**config.mk**
```make
export PLATFORM = sky130hd
export DESIGN_NAME = lif_wta_array
export DESIGN_NICKNAME = d
export VERILOG_FILES = /design/src/rtl/lif_wta_pkg.sv /design/src/rtl/lif_neuron_core.sv /design/src/rtl/lif_wta_array.sv
export SDC_FILE = /design/constraint.sdc
export NUM_CORES = 1
export LEC_CHECK = 0
export CELL_PAD_IN_SITES_DETAIL_PLACEMENT = 0
export CELL_PAD_IN_SITES_GLOBAL_PLACEMENT = 2
export CORE_MARGIN = 1
export CORE_UTILIZATION = 30
export DETAILED_ROUTE_END_ITERATION = 12
export PLACE_DENSITY = 0.81
export SYNTH_ARGS = -nofsm -noshare
export SYNTH_HDL_FRONTEND = slang
export SYNTH_HIERARCHICAL = 1
export SYNTH_SLANG_ARGS = --single-unit
```
**constraint.sdc**
```tcl
create_clock -name clk -period 11.9 [get_ports clk]
set_input_delay 3.57 -clock clk [delete_from_list [all_inputs] [get_ports clk]]
set_output_delay 3.57 -clock clk [all_outputs]
set_load 0.02 [all_outputs]
```
**src/rtl/lif_wta_pkg.sv**
```systemverilog
// Shared widths, arbitration mode encodings and saturating helpers for the
// leaky integrate-and-fire winner-take-all array.
package lif_wta_pkg;

  localparam int DEF_N_NEURONS = 4;
  localparam int DEF_STATE_W   = 8;
  localparam int DEF_CUR_W     = 4;
  localparam int DEF_REFRAC_W  = 3;

  // Arbitration mode encodings, matching the rr_mode pin.
  localparam logic ARB_FIXED = 1'b0;
  localparam logic ARB_RR    = 1'b1;

  // Unsigned add, clamped to the largest value that fits in w bits.
  function automatic logic [31:0] sat_add(input logic [31:0] a,
                                          input logic [31:0] b,
                                          input int unsigned w);
    logic [32:0] sum;
    logic [32:0] max_v;
    sum   = {1'b0, a} + {1'b0, b};
    max_v = (33'd1 << w) - 33'd1;
    return (sum > max_v) ? max_v[31:0] : sum[31:0];
  endfunction

  // Unsigned subtract, clamped at zero instead of wrapping.
  function automatic logic [31:0] sat_sub0(input logic [31:0] a,
                                           input logic [31:0] b);
    return (a > b) ? (a - b) : 32'd0;
  endfunction

endpackage

```
**src/rtl/lif_neuron_core.sv**
```systemverilog
// One leaky integrate-and-fire neuron: membrane state, refractory counter,
// candidate detection and the win / inhibit / integrate update.
module lif_neuron_core
  import lif_wta_pkg::*;
#(
  parameter int STATE_W  = DEF_STATE_W,
  parameter int CUR_W    = DEF_CUR_W,
  parameter int REFRAC_W = DEF_REFRAC_W
) (
  input  logic                clk,
  input  logic                rst_n,
  input  logic                en,
  input  logic [CUR_W-1:0]    current,
  input  logic [STATE_W-1:0]  threshold,
  input  logic [STATE_W-1:0]  leak,
  input  logic [STATE_W-1:0]  inhib_amt,
  input  logic                hard_inhib,
  input  logic [REFRAC_W-1:0] refrac_len,
  input  logic                win,
  input  logic                any_win,
  output logic                cand,
  output logic                state_msb
);

  logic [STATE_W-1:0]  state_q, state_d;
  logic [REFRAC_W-1:0] refrac_q, refrac_d;
  logic [STATE_W-1:0]  cand_state;
  logic [STATE_W-1:0]  inhibited;
  logic [31:0]         leaked_w;
  logic [31:0]         sum_w;
  logic [31:0]         inhib_w;

  // Narrow a 32-bit helper result back to the state width, clamping high.
  function automatic logic [STATE_W-1:0] fit(input logic [31:0] v);
    return (|(v >> STATE_W)) ? '1 : v[STATE_W-1:0];
  endfunction

  // Leak, integrate and compare against the shared threshold.
  always_comb begin
    leaked_w   = sat_sub0(32'(state_q), 32'(leak));
    sum_w      = sat_add(leaked_w, 32'(current), STATE_W);
    cand_state = fit(sum_w);
    inhib_w    = sat_sub0(32'(cand_state), 32'(inhib_amt));
    inhibited  = fit(inhib_w);
    cand       = (refrac_q == '0) && (cand_state >= threshold);
  end

  // Next state: refractory hold, win reset, lateral inhibition or integrate.
  always_comb begin
    state_d  = state_q;
    refrac_d = refrac_q;
    if (en) begin
      if (refrac_q != '0) begin
        refrac_d = refrac_q - REFRAC_W'(1);
        state_d  = '0;
      end else if (win) begin
        state_d  = '0;
        refrac_d = refrac_len;
      end else if (any_win) begin
        state_d  = hard_inhib ? '0 : inhibited;
      end else begin
        state_d  = cand_state;
      end
    end
  end

  // Membrane and refractory registers.
  always_ff @(posedge clk or negedge rst_n) begin
    if (!rst_n) begin
      state_q  <= '0;
      refrac_q <= '0;
    end else begin
      state_q  <= state_d;
      refrac_q <= refrac_d;
    end
  end

  assign state_msb = state_q[STATE_W-1];

endmodule

```
**src/rtl/lif_wta_array.sv**
```systemverilog
// Winner-take-all array of N LIF neurons with fixed-priority or round-robin
// resolution of simultaneous threshold crossings and a registered one-hot spike.
module lif_wta_array
  import lif_wta_pkg::*;
#(
  parameter int N_NEURONS = DEF_N_NEURONS,
  parameter int STATE_W   = DEF_STATE_W,
  parameter int CUR_W     = DEF_CUR_W,
  parameter int REFRAC_W  = DEF_REFRAC_W,
  parameter int IDX_W     = $clog2(N_NEURONS)
) (
  input  logic                         clk,
  input  logic                         rst_n,
  input  logic                         en,
  input  logic [N_NEURONS*CUR_W-1:0]   current,
  input  logic [STATE_W-1:0]           threshold,
  input  logic [STATE_W-1:0]           leak,
  input  logic [STATE_W-1:0]           inhib_amt,
  input  logic                         hard_inhib,
  input  logic                         rr_mode,
  input  logic [REFRAC_W-1:0]          refrac_len,
  output logic [N_NEURONS-1:0]         spike,
  output logic [IDX_W-1:0]             winner_idx,
  output logic                         winner_valid,
  output logic [N_NEURONS-1:0]         state_msb
);

  logic [N_NEURONS-1:0] cand;
  logic [N_NEURONS-1:0] win_onehot;
  logic [IDX_W-1:0]     win_idx;
  logic [IDX_W-1:0]     ptr_next;
  logic                 found;
  logic                 any_win;

  logic [N_NEURONS-1:0] spike_q, spike_d;
  logic [IDX_W-1:0]     winner_idx_q, winner_idx_d;
  logic                 winner_valid_q, winner_valid_d;
  logic [IDX_W-1:0]     rr_ptr_q, rr_ptr_d;

  for (genvar g = 0; g < N_NEURONS; g++) begin : g_neuron
    lif_neuron_core #(
      .STATE_W  (STATE_W),
      .CUR_W    (CUR_W),
      .REFRAC_W (REFRAC_W)
    ) u_core (
      .clk        (clk),
      .rst_n      (rst_n),
      .en         (en),
      .current    (current[g*CUR_W +: CUR_W]),
      .threshold  (threshold),
      .leak       (leak),
      .inhib_amt  (inhib_amt),
      .hard_inhib (hard_inhib),
      .refrac_len (refrac_len),
      .win        (win_onehot[g]),
      .any_win    (any_win),
      .cand       (cand[g]),
      .state_msb  (state_msb[g])
    );
  end

  // Pick one winner among the candidates: lowest index, or first at/after the pointer.
  always_comb begin
    int j;
    logic [IDX_W-1:0] j_idx;
    found = 1'b0;
    win_idx = '0;
    j = 0;
    j_idx = '0;
    for (int k = 0; k < N_NEURONS; k++) begin
      if (rr_mode == ARB_RR) begin
        j = int'(rr_ptr_q) + k;
        if (j >= N_NEURONS) j = j - N_NEURONS;
      end else begin
        j = k;
      end
      j_idx = IDX_W'(j);
      if (!found && cand[j_idx]) begin
        found   = 1'b1;
        win_idx = j_idx;
      end
    end
    any_win    = found && en;
    win_onehot = any_win ? (N_NEURONS'(1) << win_idx) : '0;
    ptr_next   = (win_idx == IDX_W'(N_NEURONS - 1)) ? '0 : win_idx + IDX_W'(1);
  end

  // Output and pointer next-state; the pointer moves only when someone wins.
  always_comb begin
    spike_d        = win_onehot;
    winner_valid_d = any_win;
    winner_idx_d   = any_win ? win_idx : winner_idx_q;
    rr_ptr_d       = any_win ? ptr_next : rr_ptr_q;
  end

  // Registered spike, winner report and round-robin pointer.
  always_ff @(posedge clk or negedge rst_n) begin
    if (!rst_n) begin
      spike_q        <= '0;
      winner_idx_q   <= '0;
      winner_valid_q <= 1'b0;
      rr_ptr_q       <= '0;
    end else begin
      spike_q        <= spike_d;
      winner_idx_q   <= winner_idx_d;
      winner_valid_q <= winner_valid_d;
      rr_ptr_q       <= rr_ptr_d;
    end
  end

  assign spike        = spike_q;
  assign winner_idx   = winner_idx_q;
  assign winner_valid = winner_valid_q;

endmodule

```
==> flow_summary.yaml <==
setup_path:
  rr_worst_depth: 41
  cp-end-kind: "flip-flop"
  critPathMaxFanout: 7
  timing.rr.end: "g_neuron[1].u_core/state_q[0]"
  crit_arrival_ns: 11.67
  slowest_delay_ns: 0.48
  crit_family: "simple AND/OR/NAND/NOR gates"
  crit_top_cell: "ha_1"
  path_buf_inv: 6
  required_ns: 12.11
  rrSetupSlack_ns: 3.79
  r2r-start: "g_neuron[0].u_core/state_q[3]"
  worstSetupStartpointType: "input port"
  critPathSlowestCell: "clkdlybuf4s50_1"
  critPathKind: "in -> reg"
hold_path:
  hold_depth: 2
  hp-class: "reg -> reg"
  min_from: "g_neuron[2].u_core/refrac_q[1]"
  whs_endpoint: "g_neuron[2].u_core/refrac_q[1]"
logic_synthesis:
  syn_area_per_cell_sq_um: 7.75
  ys.warnings.count: 6
  yosysUniqueCellTypes: 83
  synthCells: 1194
  ys_seq_elements: 53
  synth_area_sq_um: 9260
  synthArstFlopShare: 1.00
  synth_largest_area_cell: "ha_1"
  synth_edf_count: 0
  yosys.area.top_type_share: 0.216
  ys_top_cells_by_area: "ha_1 (22%), dfrtp_1 (14%), inv_1 (7.2%)"
  yosys_most_used_dff: "dfrtp_1"
  yosysSeqAreaShare: 0.143
global_route:
  grt_max_degree: 55
  grt_overflow: 0
  grt_pass1_vias: 8977
  grt_usage: 0.182
  antenna_found_initial: 0
  grt_pass1_wl_um: 45800
routing:
  drt-total-wl_um: 28400
  num_vias: 9293
  antenna_left: 0
  wl_per_cell_um: 15.3
  drt_iter0_markers: 515
  drc_errors: 0
  via_per_inst: 4.99
  drt_pass1_iterations: 5
place:
  gp_congestion: 0.874
  hpwl_um: 23400
  dpl_cell_area_sq_um: 11800
  place_ws_ns: -0.809
  io_buffers: 58
layout:
  syn2layout_area_growth_pct: 33.3
  num-fill-cells: 3044
  insertedDiodeCount: 0
  final_nets: 1691
  fin_area_sq_um: 12300
  drive_above_1_share: 0.215
pwr:
  p_per_area_nw_per_um2: 148
  leakage_nw: 6.06
  ir_worst_vdd_v: 0.0000846
sta:
  min_period_ns: 11.45
  finalClockSkew_ns: 0.00837
  setup_viol: 0
  drv_slew: 0
  timing.fmax_ghz: 0.0873
  timing.final.ws_setup_ns: 0.447
  slew_headroom: 0.498
  timing.hold.ws_ns: 0.496
  hold_viol_final: 0
  worstMarginPinSlew_ns: 0.753
  post-route-period-util: 0.962
floorplanning:
  die_area_sq_um: 31600
  coreArea_sq_um: 30000
  die_x_um: 178
  rows: 63
  start_util: 0.308
  io_pins: 59
  dieHeight_um: 178
clock_tree:
  ctsLongestPathBuffers: 2
  ctsRootBufferMaster: "clkbuf_16"
  clock_sinks: 53
  cts_tree: "yes"
  cts_max_level: 2
  clk_latency_ns: 0.30
  numCtsBuffers: 5
  path_clk_slew_ns: 0.08
outcome:
  status: "complete, no violations"
job:
  maxCapViolations: 0
## per-layer routing
metal	up-vias	share of wire	routed length, um	track usage
met1	4345	0.51	14600	0.268
li1	4779	-	-	-
met3	20	0.039	1110	0.0178
met5	-	0	0	0
met4	0	0.014	391	0.0267
met2	149	0.43	12400	0.289
## worst max-delay path by stage
stage | start | to | slack (ns) | depth (start not counted)
final | leak[7] | g_neuron[1].u_core/state_q[0] | 0.45 | 42
after detailed placement | leak[1] | g_neuron[1].u_core/state_q[0] | -0.81 | 43
after floorplan | leak[3] | g_neuron[2].u_core/state_q[2] | 0.45 | 40
after CTS | leak[4] | g_neuron[2].u_core/state_q[5] | 0.01 | 40
after global routing | leak[3] | g_neuron[1].u_core/state_q[4] | -0.08 | 44
after global placement | leak[1] | g_neuron[1].u_core/state_q[0] | -0.67 | 43
## per-stage QoR
stage	TNS, ns	cells	util	total power, W
finish	0	1862	0.411	0.00183
global placement	-19.15	1845	0.393	0.00159
CTS	0	1853	0.400	0.00178
floorplan	0	1218	-	0.00111
global route	-0.543	1862	0.411	0.00201
detailed placement	-24.82	1845	0.393	0.00160
## worst reg2reg max path, delay by kind of cell, from the launching register on
kind,cells,cell delay [ns]
buf+inv,4,0.50
fa+ha+maj,6,1.53
flops,1,0.42
compound gates,14,2.18
mux,1,0.50
simple gates,16,2.89
## cell families (layout without fill, tap and decap cells)
| family | after synthesis | after routing | synth area share |
|---|---|---|---|
| fa+ha+maj | 172 | 172 | 0.242 |
| xor+xnor | 46 | 46 | 0.0443 |
| flops | 53 | 53 | 0.143 |
| buf+inv | 199 | 453 | 0.0823 |
| other cells | 4 | 28 | 0.00162 |
| compound gates | 333 | 333 | 0.247 |
| simple gates | 380 | 380 | 0.230 |
| mux | 7 | 7 | 0.00946 |
## repair_timing
| action | CTS | global route |
|---|---|---|
| cloned | 0 | 0 |
| setup buffers | 0 | 9 |
| setup endpoints to repair | 35 | 43 |
| resized for setup | 17 | 57 |
| pin swaps | 0 | 27 |
| hold buffers | 0 | 0 |
## flip-flops by register name, indices dropped and copies added (netlist names)
register,flops
g_neuron.u_core/refrac_q,12
g_neuron.u_core/state_q,32
rr_ptr_q,2
spike,4
winner_idx,2
winner_valid,1
## cell usage in the layout (no fill, tap or decap), types with 8 or more instances in the layout
cell type / instances
nand4_1: 20
fa_1: 10
and2_1: 12
ha_1: 153
nand3b_1: 13
o21bai_1: 8
inv_1: 177
o21ai_1: 18
a21o_1: 25
clkdlybuf4s50_1: 51
o21a_1: 22
a21boi_0: 9
nor2b_1: 22
nor3_1: 14
xor2_1: 25
o21ai_0: 74
a21oi_1: 54
conb_1: 28
nand2b_1: 30
nand3_1: 24
dfrtp_1: 53
xnor2_1: 20
nand2_1: 73
buf_4: 200
o221ai_1: 24
nor2_1: 79
or2_2: 8
a31oi_1: 17
## cell usage after synthesis, types with 16 or more instances
cell type / number
nand3_1: 27
a21oi_1: 60
nand4_1: 20
ha_1: 160
o21ai_0: 78
o221ai_1: 24
xor2_1: 25
o21a_1: 25
a21o_1: 25
nor2_1: 84
xnor2_1: 20
nand2_1: 75
o21ai_1: 16
nand2b_1: 30
dfrtp_1: 53
nor2b_1: 22
nor3_1: 16
inv_1: 177
a31oi_1: 17
## final cells by class
| class | count | area (sq um) | share of cell area |
|---|---|---|---|
| well taps | 390 | 488 | 0.0395 |
| inverters | 181 | 679 | 0.0551 |
| multi-input cells | 966 | 7550 | 0.612 |
| repair buffers | 264 | 2150 | 0.174 |
| clock buffers | 5 | 125 | 0.0101 |
| flip-flops and latches | 53 | 1330 | 0.107 |
| clock inverters | 3 | 26.3 | 0.00213 |
## power by group
| part | internal, W | switching, W | total, W |
|---|---|---|---|
| clock network | 0.0000801 | 0.0000800 | 0.000160 |
| logic | 0.000656 | 0.000709 | 0.00136 |
| registers | 0.000247 | 0.0000561 | 0.000303 |
| total | 0.000982 | 0.000845 | 0.00183 |
Power figures use the tool's default switching activity.
